[src/rtl/mem_stage_dm.sv]
// rtl/mem_stage_dm.sv - pipelined MEM stage with req/ack data-memory port and MEM/WB register
module mem_stage_dm #(
    parameter int REG_ADDR_W = 5,
    parameter int ADDR_W     = 32,
    parameter int BIG_ENDIAN = 0
) (
    input  logic                  clk,
    input  logic                  reset,
    input  logic                  ex_valid,
    output logic                  ex_ready,
    input  logic [REG_ADDR_W-1:0] ex_waddr,
    input  logic                  ex_wreg,
    input  logic [31:0]           ex_wdata,
    input  logic [3:0]            ex_mem_op,
    input  logic [ADDR_W-1:0]     ex_mem_addr,
    input  logic [31:0]           ex_mem_sdata,
    output logic                  dm_req,
    output logic                  dm_we,
    output logic [3:0]            dm_be,
    output logic [ADDR_W-1:0]     dm_addr,
    output logic [31:0]           dm_wdata,
    input  logic                  dm_ack,
    input  logic [31:0]           dm_rdata,
    output logic                  wb_valid,
    input  logic                  wb_ready,
    output logic [REG_ADDR_W-1:0] wb_waddr,
    output logic                  wb_wen,
    output logic [31:0]           wb_wdata,
    output logic                  wb_exc
);

    localparam logic [3:0] OP_LB  = 4'd1;
    localparam logic [3:0] OP_LBU = 4'd2;
    localparam logic [3:0] OP_LH  = 4'd3;
    localparam logic [3:0] OP_LHU = 4'd4;
    localparam logic [3:0] OP_LW  = 4'd5;
    localparam logic [3:0] OP_SB  = 4'd6;
    localparam logic [3:0] OP_SH  = 4'd7;
    localparam logic [3:0] OP_SW  = 4'd8;

    typedef enum logic {
        S_IDLE,
        S_BUSY
    } state_t;

    typedef enum logic [1:0] {
        SZ_BYTE,
        SZ_HALF,
        SZ_WORD
    } size_t;

    state_t state;

    logic       acc_load;
    logic       acc_store;
    logic       acc_mem;
    size_t      acc_sz;
    logic       misaligned;
    logic       xfer;
    logic [1:0] byte_lane;
    logic       half_hi;
    logic [3:0] req_be;
    logic [31:0] req_wdata;

    logic [3:0]            op_q;
    logic [1:0]            lane_q;
    logic                  half_hi_q;
    logic [REG_ADDR_W-1:0] waddr_q;
    logic                  wreg_q;
    logic [31:0]           alu_q;

    logic        is_load_q;
    logic [7:0]  ld_byte;
    logic [15:0] ld_half;
    logic [31:0] ld_data;

    always_comb begin
        acc_load  = 1'b0;
        acc_store = 1'b0;
        acc_sz    = SZ_BYTE;
        case (ex_mem_op)
            OP_LB, OP_LBU: begin acc_load  = 1'b1; acc_sz = SZ_BYTE; end
            OP_LH, OP_LHU: begin acc_load  = 1'b1; acc_sz = SZ_HALF; end
            OP_LW:         begin acc_load  = 1'b1; acc_sz = SZ_WORD; end
            OP_SB:         begin acc_store = 1'b1; acc_sz = SZ_BYTE; end
            OP_SH:         begin acc_store = 1'b1; acc_sz = SZ_HALF; end
            OP_SW:         begin acc_store = 1'b1; acc_sz = SZ_WORD; end
            default:       ;
        endcase
    end

    assign acc_mem    = acc_load | acc_store;
    assign misaligned = acc_mem &&
                        (((acc_sz == SZ_HALF) && ex_mem_addr[0]) ||
                         ((acc_sz == SZ_WORD) && (ex_mem_addr[1:0] != 2'b00)));

    assign ex_ready = reset && (state == S_IDLE) && (!wb_valid || wb_ready);
    assign xfer     = ex_valid && ex_ready;

    // Big-endian mirrors the byte lane, so the halfword half flips as well.
    assign byte_lane = (BIG_ENDIAN != 0) ? (2'd3 - ex_mem_addr[1:0]) : ex_mem_addr[1:0];
    assign half_hi   = ex_mem_addr[1] ^ (BIG_ENDIAN != 0);

    always_comb begin
        req_be    = 4'hf;
        req_wdata = 32'h0;
        if (acc_store) begin
            case (acc_sz)
                SZ_BYTE: begin
                    req_be    = 4'b0001 << byte_lane;
                    req_wdata = {4{ex_mem_sdata[7:0]}};
                end
                SZ_HALF: begin
                    req_be    = half_hi ? 4'b1100 : 4'b0011;
                    req_wdata = {2{ex_mem_sdata[15:0]}};
                end
                default: begin
                    req_be    = 4'hf;
                    req_wdata = ex_mem_sdata;
                end
            endcase
        end
    end

    assign is_load_q = (op_q >= OP_LB) && (op_q <= OP_LW);

    always_comb begin
        case (lane_q)
            2'd0:    ld_byte = dm_rdata[7:0];
            2'd1:    ld_byte = dm_rdata[15:8];
            2'd2:    ld_byte = dm_rdata[23:16];
            default: ld_byte = dm_rdata[31:24];
        endcase
        ld_half = half_hi_q ? dm_rdata[31:16] : dm_rdata[15:0];
        case (op_q)
            OP_LB:   ld_data = {{24{ld_byte[7]}}, ld_byte};
            OP_LBU:  ld_data = {24'h0, ld_byte};
            OP_LH:   ld_data = {{16{ld_half[15]}}, ld_half};
            OP_LHU:  ld_data = {16'h0, ld_half};
            default: ld_data = dm_rdata;
        endcase
    end

    always_ff @(posedge clk or negedge reset) begin
        if (!reset) begin
            state     <= S_IDLE;
            dm_req    <= 1'b0;
            dm_we     <= 1'b0;
            dm_be     <= 4'h0;
            dm_addr   <= '0;
            dm_wdata  <= 32'h0;
            wb_valid  <= 1'b0;
            wb_waddr  <= '0;
            wb_wen    <= 1'b0;
            wb_wdata  <= 32'h0;
            wb_exc    <= 1'b0;
            op_q      <= 4'h0;
            lane_q    <= 2'b00;
            half_hi_q <= 1'b0;
            waddr_q   <= '0;
            wreg_q    <= 1'b0;
            alu_q     <= 32'h0;
        end else begin
            case (state)
                S_IDLE: begin
                    if (xfer) begin
                        if (acc_mem && !misaligned) begin
                            state     <= S_BUSY;
                            dm_req    <= 1'b1;
                            dm_we     <= acc_store;
                            dm_be     <= req_be;
                            dm_addr   <= {ex_mem_addr[ADDR_W-1:2], 2'b00};
                            dm_wdata  <= req_wdata;
                            op_q      <= ex_mem_op;
                            lane_q    <= byte_lane;
                            half_hi_q <= half_hi;
                            waddr_q   <= ex_waddr;
                            wreg_q    <= ex_wreg;
                            alu_q     <= ex_wdata;
                            wb_valid  <= 1'b0;
                        end else begin
                            // NONE and misaligned ops both complete without touching the bus.
                            wb_valid <= 1'b1;
                            wb_waddr <= ex_waddr;
                            wb_wen   <= ex_wreg && !misaligned;
                            wb_wdata <= ex_wdata;
                            wb_exc   <= misaligned;
                        end
                    end else if (wb_ready) begin
                        wb_valid <= 1'b0;
                    end
                end
                S_BUSY: begin
                    if (dm_ack) begin
                        state    <= S_IDLE;
                        dm_req   <= 1'b0;
                        dm_we    <= 1'b0;
                        dm_be    <= 4'h0;
                        dm_addr  <= '0;
                        dm_wdata <= 32'h0;
                        wb_valid <= 1'b1;
                        wb_waddr <= waddr_q;
                        wb_wen   <= is_load_q && wreg_q;
                        wb_wdata <= is_load_q ? ld_data : alu_q;
                        wb_exc   <= 1'b0;
                    end
                end
                default: state <= S_IDLE;
            endcase
        end
    end

endmodule
[config.mk]
export PLATFORM = sky130hd
export DESIGN_NAME = mem_stage_dm
export DESIGN_NICKNAME = d
export VERILOG_FILES = /design/src/rtl/mem_stage_dm.sv
export SDC_FILE = /design/constraint.sdc
export NUM_CORES = 1
export LEC_CHECK = 0
export CORE_MARGIN = 4
export CORE_UTILIZATION = 47
export DETAILED_ROUTE_END_ITERATION = 8
export PLACE_DENSITY = 0.82
export SLEW_MARGIN = 40
export SYNTH_ARGS = -nofsm -noshare
export SYNTH_HDL_FRONTEND = slang
export SYNTH_SLANG_ARGS = --single-unit
[constraint.sdc]
create_clock -name clk -period 2.6 [get_ports clk]
set_input_delay 0.26 -clock clk [delete_from_list [all_inputs] [get_ports clk]]
set_output_delay 0.26 -clock clk [all_outputs]
set_load 0.01 [all_outputs]
After elaboration in Yosys (flattened, before gate mapping)
Index checks and enable logic that the tools add are counted.
- reductions and logical operators: 25
- shift operators: 1
- eq/ne operators: 21
- bitwise logic cells: 2
- $lt $le $gt $ge: 2
- div/mod/pow operators: 0
- multiply operators: 0
- add/subtract/negate cells: 0
- muxes and demuxes: 54
- operators with widths (kind ; number):
    two-way mux 32 bit ; 10
    one-hot mux 32 bit (2 select lines) ; 4
    one-hot mux 32 bit (4 select lines) ; 1
    one-hot mux 8 bit (3 select lines) ; 1
    equality test 4 x 3 -> 1 bit, second input constant ; 5
    two-way mux 4 bit ; 5
    two-way mux 1 bit ; 19
    equality test 4 x 2 -> 1 bit, second input constant ; 4
    two-way mux 16 bit ; 1
    one-hot mux 4 bit (2 select lines) ; 2
    two-way mux 5 bit ; 3
    one-hot mux 1 bit (2 select lines) ; 6
    logical AND 1 bit ; 10
    one-hot mux 5 bit (2 select lines) ; 1
    AND reduction 3 bit ; 3
    equality test 4 x 1 -> 1 bit, second input constant ; 2
    != test 2 bit, second input constant ; 3
    OR reduction 3 bit ; 2
    OR reduction 5 bit ; 1
    equality test 2 x 1 -> 1 bit, second input constant ; 2
    equality test 2 bit, second input constant ; 2
    equality test 4 bit, second input constant ; 1
    greater-or-equal comparator 4 x 1 -> 1 bit, second input constant ; 1
    less-or-equal comparator 4 x 3 -> 1 bit, second input constant ; 1
    12 further kinds ; 15
- memory bits (writable): 0
- bits in registers: 156
- latch bits: 0
- output and inout port bits: 111
- input port bits: 143
- ROM bits: 0
- memories: 0

Depth between registers and ports, before layout
Gate-level depths: netlist of the first run.
- depth in word-level cells: 12
- depth in mapped cells: 8
- depth with buffers taken out: 5

Worst setup path after synthesis of the first run
OpenSTA, ideal clock, no wires.
- path kind: flip-flop to flip-flop
- start: register lane_q[1]
- end: register wb_wdata[27]
- required time: 2.476 ns
- path slack: 0.622 ns
- arrival: 1.854 ns
- cell stages (with the launch flop): 7
- buffers on the path: 2
- clock period less this slack: 1.978 ns
- setup time: 0.124 ns
- cells stage by stage: dfrtp_1 -> buf_2 -> mux4_2 -> a31oi_4 -> buf_2 -> a21oi_1 -> a211o_1
- cells in the longest elaborated chain, start to end: 6
- elaborated cells between the ends (all ways): 8
- RTL lines (what ; RTL line ; text):
    from (decl) ; 66 ; logic [1:0] lane_q;
    from (signal assigned) ; 175 ; lane_q <= byte_lane;
    equality test 2 bit (tied with other cells) ; 128 ; case (lane_q)
    one-hot mux 8 bit (3 select lines) (*) ; 128 ;
    one-hot mux 32 bit (4 select lines) (*) ; 135 ; case (op_q)
    two-way mux 32 bit (*) ; 204 ; wb_wdata <= is_load_q ? ld_data : alu_q;
    two-way mux 32 bit (*) ; 194 ; if (dm_ack) begin
    one-hot mux 32 bit (2 select lines) (*) ; 164 ; case (state)
    to (signal assigned) ; 186 ; wb_wdata <= ex_wdata;
    to (signal assigned) ; 204 ;
    to (decl) ; 28 ; output logic [31:0] wb_wdata,
Every way passes the cells marked *; elsewhere a longest branch is shown, timed or not. The select of a mux whose other input is x is not followed.
A chain may end at the register's enable or synchronous reset.

Worst setup path after layout of the first run
- start: register op_q[0]
- end: register wb_wdata[21]
- cells in the longest elaborated chain, start to end: 5
- elaborated cells between the ends (all ways): 11
- RTL lines (what ; RTL line ; text):
    from (decl) ; 65 ; logic [3:0] op_q;
    from (signal assigned) ; 174 ; op_q <= ex_mem_op;
    greater-or-equal comparator 4 x 1 -> 1 bit (tied with other cells) ; 125 ; assign is_load_q = (op_q >= OP_LB) && (op_q <= OP_LW);
    logical AND 1 bit or one-hot mux 32 bit (4 select lines) (tied branches) ; 125, 135 ;
    two-way mux 32 bit (*) ; 204 ;
    two-way mux 32 bit (*) ; 194 ;
    one-hot mux 32 bit (2 select lines) (*) ; 164 ;
Marked as above.

==> flow_summary.yaml, run 1 <==
clocking:
  cts_resized: 0
  cts_setup_buffers: 0
  root_buffer: "clkbuf_16"
  cts_buffers: 17
  clk_pin_slew_worst_paths_ns: 0.06
  clk_latency_ns: 0.42
  clock-sinks: 153
  cts_tree: "yes"
  ctsLongestPathBuffers: 2
  cts.htree.levels: 4
detailed_routing:
  dr.pass1.iters: 6
  drc: 0
  dr_total_vias: 7530
  wl_per_cell_um: 19.43
  drt_iter0_markers: 750
  antenna_left: 0
  routed_wl_mm: 25.51
  via_per_inst: 5.735
final_layout:
  drive_above_1_share_pct: 8.842
  fin_cells: 1313
  layout_common_cells: "clkdlybuf4s50_1 (250), nand2_1 (210), dfrtp_1 (153)"
  final_common_cell: "clkdlybuf4s50_1"
  area_growth_pct: 44.28
  n_fill_cell: 1202
  nets: 1228
  antenna_cells: 0
timing:
  rsz0062_at_grt: "no"
  final_hold_viol_count: 0
  drv_slew: 0
  relSlewSlack_pct: 52.06
  setup_viol: 0
  tightest_slew_ns: 0.7174
  clock_skew_ns: 0.008690
  fin_crit_sh_pct: 85.73
  finalCriticalPeriod_ns: 2.229
  fmax_mhz: 448.7
  setup_tns_ns: 0
floorplanning:
  rows: 46
  die_width_um: 136.5
  ioPinCount: 254
  core_um2: 16060
  dieArea_um2: 18640
  die_y_um: 136.5
  start_util_pct: 48.34
placement:
  io_buffers: 251
  dp.cells: 1281
  hpwl_mm: 18.15
  gp_congestion: 0.9410
setup_path:
  cp_num_cells: 5
  worstSetupStartpointType: "flop"
  crit_chain: "nor3_1 -> a211o_1 -> a31oi_4 -> a21oi_1 -> a211o_1"
  reg2reg_slack_ns: 0.37
  setup.worst_path.end_class: "flop"
  worstPathRequired_ns: 2.91
  cp_slowest_cell: "dfrtp_1"
  path_max_fanout: 17
  r2r_end: "wb_wdata[21]$_DFFE_PN0P_"
  arrival_ns: 2.54
  r2r-start: "op_q[0]$_DFFE_PN0P_"
  slowest_delay_ns: 0.62
  path_class: "reg -> reg"
  r2r_cells: 5
  timing.critical_path.buf_inv: 0
  critPathTopFamily: "compound AO/OA/AOI/OAI gates"
  path_common_cell: "a211o_1"
yosys:
  ys.flop_type: "dfrtp_1"
  ys_seq_area_share_pct: 49.32
  synthCells: 846
  avgSynthCellArea_um2: 9.175
  synthesis.area_um2: 7762
  synthTopCellsByArea: "dfrtp_1 (49%), nand2_1 (10%), o21ai_0 (3.9%)"
  ys_types: 58
  synth_edf_count: 0
  ys_async_sr_fraction_pct: 100.0
  yosys_warnings: 0
  synth_top_area_share_pct: 49.32
  synth_area_leader_cell: "dfrtp_1"
  ys_ff_latch: 153
global_routing:
  grt_pass1_wl_mm: 40.21
  track_usage_pct: 27.66
  antenna_found_initial: 0
  grt_pass1_vias: 7580
  grt-ovfl-total: 0
  grt_start_max_net_pins: 63
pwr:
  power.leakage_nw: 5.108
  total_power_w: 0.009496
  vdd_drop_max_mv: 0.5912
  powerDensity_nw_per_um2: 847.9
job:
  max_cap_violations: 0
worst_hold_path:
  hold_class: "in -> async"
outcome:
  outcome: "finished, final reports clean"
[stage by stage]
step	hold WS (ns)	cell area, µm²	worst slack [ns]	utilization [%]
after global placement	0.07885	10610	0.1333	66.07
after global routing	0.2606	11200	0.2466	69.74
final	0.2670	11200	0.3711	69.74
after detailed placement	0.08237	10610	0.04870	66.07
after floorplan	-0.03559	7766	0.6216	-
after CTS	0.2433	11200	0.3877	69.74
[power by group]
group	total [W]	switching, W	internal, W
Sequential	0.00352	0.000463	0.00306
Clock	0.00247	0.00102	0.00144
Combinational	0.00351	0.00171	0.00180
Total	0.00950	0.00319	0.00630
[cell usage after synthesis, types with 2 or more instances]
master,instances
a211oi_1,9
dfrtp_1,153
a211o_1,19
a22o_1,8
a21o_1,2
a21oi_1,42
nand3_1,36
o32ai_1,8
buf_6,2
o21a_1,2
a31oi_1,3
o22a_1,7
nand2b_1,6
buf_1,6
inv_1,21
or3b_2,2
nor2_1,34
o211ai_1,8
o2bb2ai_1,16
nor3_1,4
nor3b_1,2
mux2_2,6
mux4_2,9
mux2i_1,22
buf_2,25
nor2b_1,19
and3_1,18
and2_1,3
o221ai_1,7
buf_4,2
o22ai_1,17
mux2_4,2
nand2_1,210
clkbuf_1,32
a21boi_0,2
o21ai_0,60
[routing by layer]
| metal | track usage [%] | share of wire [%] | up-vias |
|---|---|---|---|
| met2 | 42.61 | 46 | 372 |
| li1 | - | - | 3455 |
| met3 | 10.29 | 11 | 64 |
| met5 | 0 | 0 | - |
| met1 | 35.32 | 39 | 3639 |
| met4 | 11.37 | 3.5 | 0 |
[timing repair]
action,4_1_cts,5_1_grt
hold buffers,1,0
endpoints found under the setup margin,0,0
endpoints found under the hold margin,10,0
[kinds of logic (layout without fill, tap and decap cells)]
kind of cell	count (synthesis)	count (layout)	synth area share (%)
AOI/OAI and AO/OA	221	221	19.23
xor gates and xnor gates	1	1	0.1129
buffers and inverters	88	338	4.948
DFF	153	153	49.32
muxes	39	39	6.705
other	1	2	0.04831
and+or+nand+nor	343	343	19.63
[worst max path at each step]
stage / start / endpoint / slack, ns
after floorplan: lane_q[1]$_DFFE_PN0P_ / wb_wdata[27]$_DFFE_PN0P_ / 0.62
after global placement: ex_mem_op[0] / dm_wdata[21]$_DFFE_PN0P_ / 0.13
after detailed placement: ex_mem_op[0] / dm_wdata[18]$_DFFE_PN0P_ / 0.05
after CTS: op_q[0]$_DFFE_PN0P_ / wb_wdata[21]$_DFFE_PN0P_ / 0.39
after global routing: op_q[0]$_DFFE_PN0P_ / wb_wdata[21]$_DFFE_PN0P_ / 0.25
final: op_q[0]$_DFFE_PN0P_ / wb_wdata[21]$_DFFE_PN0P_ / 0.37
[state kept, by name (all words and copies together), names as in the netlist]
register  cells
lane_q        2
wb_waddr      5
alu_q        32
op_q          4
dm_wdata     32
wb_wdata     32
wreg_q        1
waddr_q       5
wb_wen        1
dm_we         1
state         1
dm_req        1
dm_addr      30
dm_be         4
wb_exc        1
wb_valid      1
[cell type report]
class,count,area (µm²),share of cell area (%)
tap,216,270.3,2.413
clock inverter,13,141.4,1.262
sequential,153,3829,34.19
inverter,21,78.83,0.7038
clock buffer,18,439.2,3.921
timing repair buffer,286,2854,25.48
multi-input combinational,606,3587,32.03
No activity file was read; power rests on OpenSTA's default activity.
==> run 2: changes to the inputs <==
CAP_MARGIN = 20   (was default)
RECOVER_POWER = 25   (was default)
SLEW_MARGIN = 20   (was 40)
==> run 2 against run 1 <==
Against the previous run: via count shrank 0.16%; clock power is essentially flat; wire length shrank 0.19%; register-to-register slack is essentially flat; cell count is the same; sequential cell count is the same; clock skew grew 0.0012 ns; critical path type unchanged; critical endpoint unchanged.
==> flow_summary.yaml, run 2 (synthesized netlist as in run 1, its figures left out) <==
outcome:
  outcome: "finished, final reports clean"
final_layout:
  area_growth_pct: 44.25
  nets: 1228
  layout_common_cells: "clkdlybuf4s50_1 (250), nand2_1 (210), dfrtp_1 (153)"
  drive_above_1_share_pct: 8.842
  antenna_cells: 0
  final_common_cell: "clkdlybuf4s50_1"
  reg_top3: "alu_q (32), dm_wdata (32), wb_wdata (32)"
  final_util_pct: 69.73
timing:
  finalCriticalPeriod_ns: 2.233
  fin_ws_ns: 0.3666
  rsz0062_at_grt: "no"
  drv_slew: 0
  worst_hold_slack_ns: 0.2668
  final_hold_viol_count: 0
  clock_skew_ns: 0.009890
  fin_crit_sh_pct: 85.90
  fmax_mhz: 447.8
  setup_tns_ns: 0
  relSlewSlack_pct: 28.27
  setup_viol: 0
  tightest_slew_ns: 1.076
global_routing:
  grt-ovfl-total: 0
  grt_start_max_net_pins: 63
  grt_pass1_vias: 7580
  antenna_found_initial: 0
  grt_pass1_wl_mm: 40.21
  track_usage_pct: 27.66
floorplanning:
  core_um2: 16060
  rows: 46
  start_util_pct: 48.34
  ioPinCount: 254
  dieArea_um2: 18640
  die_y_um: 136.5
  die_width_um: 136.5
job:
  max_cap_violations: 0
pwr:
  power_switching_share_pct: 33.63
  pwr-share-seq_pct: 37.1
  vdd_drop_max_mv: 0.5925
  powerDensity_nw_per_um2: 848.2
  total_power_w: 0.009497
  intPower_w: 0.006303
  p_switching_w: 0.003194
  power.leakage_nw: 5.108
  pwr-share-comb_pct: 36.9
  pwr-share-clk_pct: 26.0
detailed_routing:
  via_per_inst: 5.726
  drt_iter0_markers: 750
  antenna_left: 0
  drc: 0
  routed_wl_mm: 25.46
  wl_per_cell_um: 19.39
  dr_total_vias: 7518
  dr.pass1.iters: 5
clocking:
  cts_setup_buffers: 0
  cts.htree.levels: 4
  cts_buffers: 17
  ctsLongestPathBuffers: 2
  cts_tree: "yes"
  cts.hold.buffers_added: 1
  clk_latency_ns: 0.42
  clk_pin_slew_worst_paths_ns: 0.06
  root_buffer: "clkbuf_16"
  clock-sinks: 153
  cts_resized: 0
setup_path:
  path_class: "reg -> reg"
  r2r_cells: 5
  worstSetupStartpointType: "flop"
  setup.worst_path.end_class: "flop"
  worstPathRequired_ns: 2.91
  arrival_ns: 2.54
  path_max_fanout: 17
placement:
  dp_slack_ns: 0.04870
  hpwl_mm: 18.15
  io_buffers: 251
  gp_congestion: 0.9410
worst_hold_path:
  hold_class: "in -> async"
-- run 2: cell types whose count changed in the layout (fill, tap and decap cells not counted), sizes merged --
cell and delta:
buf -1, clkbuf +1
-- run 2: through the flow --
step / cell area, µm² / instances
after detailed placement: 10610 / 1281
after global placement: 10610 / 1281
after global routing: 11200 / 1313
after floorplan: 7766 / 847
after CTS: 11200 / 1313
final: 11200 / 1313
-- run 2: cell type report --
| class | instances | area [µm²] |
|---|---|---|
| clock inverter | 13 | 141.4 |
| clock buffer | 18 | 439.2 |
| multi-input combinational | 606 | 3587 |
| fill | 1203 | 4861 |
| tap | 216 | 270.3 |
| timing repair buffer | 286 | 2851 |
| inverter | 21 | 78.83 |
| sequential | 153 | 3829 |
-- run 2: worst max-delay path, stage by stage, from the launching register on --
cell     delay [ns]
dfrtp_1        0.62
nor3_1         0.20
a211o_1        0.35
a31oi_4        0.47
a21oi_1        0.17
a211o_1        0.30
-- run 2: final timing paths --
path / startpoint / slack [ns] / to
setup / recovery: op_q[0]$_DFFE_PN0P_ / 0.37 / wb_wdata[21]$_DFFE_PN0P_
hold / removal: reset / 0.27 / wb_waddr[3]$_DFFE_PN0P_
setup reg to reg: op_q[0]$_DFFE_PN0P_ / 0.37 / wb_wdata[21]$_DFFE_PN0P_
hold reg to reg: alu_q[7]$_DFFE_PN0P_ / 0.47 / alu_q[7]$_DFFE_PN0P_
max in group asynchronous: reset / 0.77 / dm_wdata[27]$_DFFE_PN0P_
min in group clk: ex_mem_addr[20] / 0.36 / dm_addr[20]$_DFFE_PN0P_
-- run 2: per-layer routing --
layer | GRT usage, % | vias up | routed length (µm)
met4 | 11.37 | 0 | 910
li1 | - | 3450 | -
met3 | 10.29 | 63 | 2751
met1 | 35.32 | 3623 | 9969
met2 | 42.61 | 382 | 11830
met5 | 0 | - | 0
-- run 2: power groups by stage --
| stage | logic, W | registers [W] | clock network, W |
|---|---|---|---|
| after detailed placement | 0.00349 | 0.00354 | 0 |
| after global placement | 0.00342 | 0.00353 | 0 |
| after global routing | 0.00381 | 0.00360 | 0.00260 |
| final | 0.00350 | 0.00352 | 0.00247 |
| after floorplan | 0.00156 | 0.00364 | 0 |
| after CTS | 0.00351 | 0.00352 | 0.00249 |
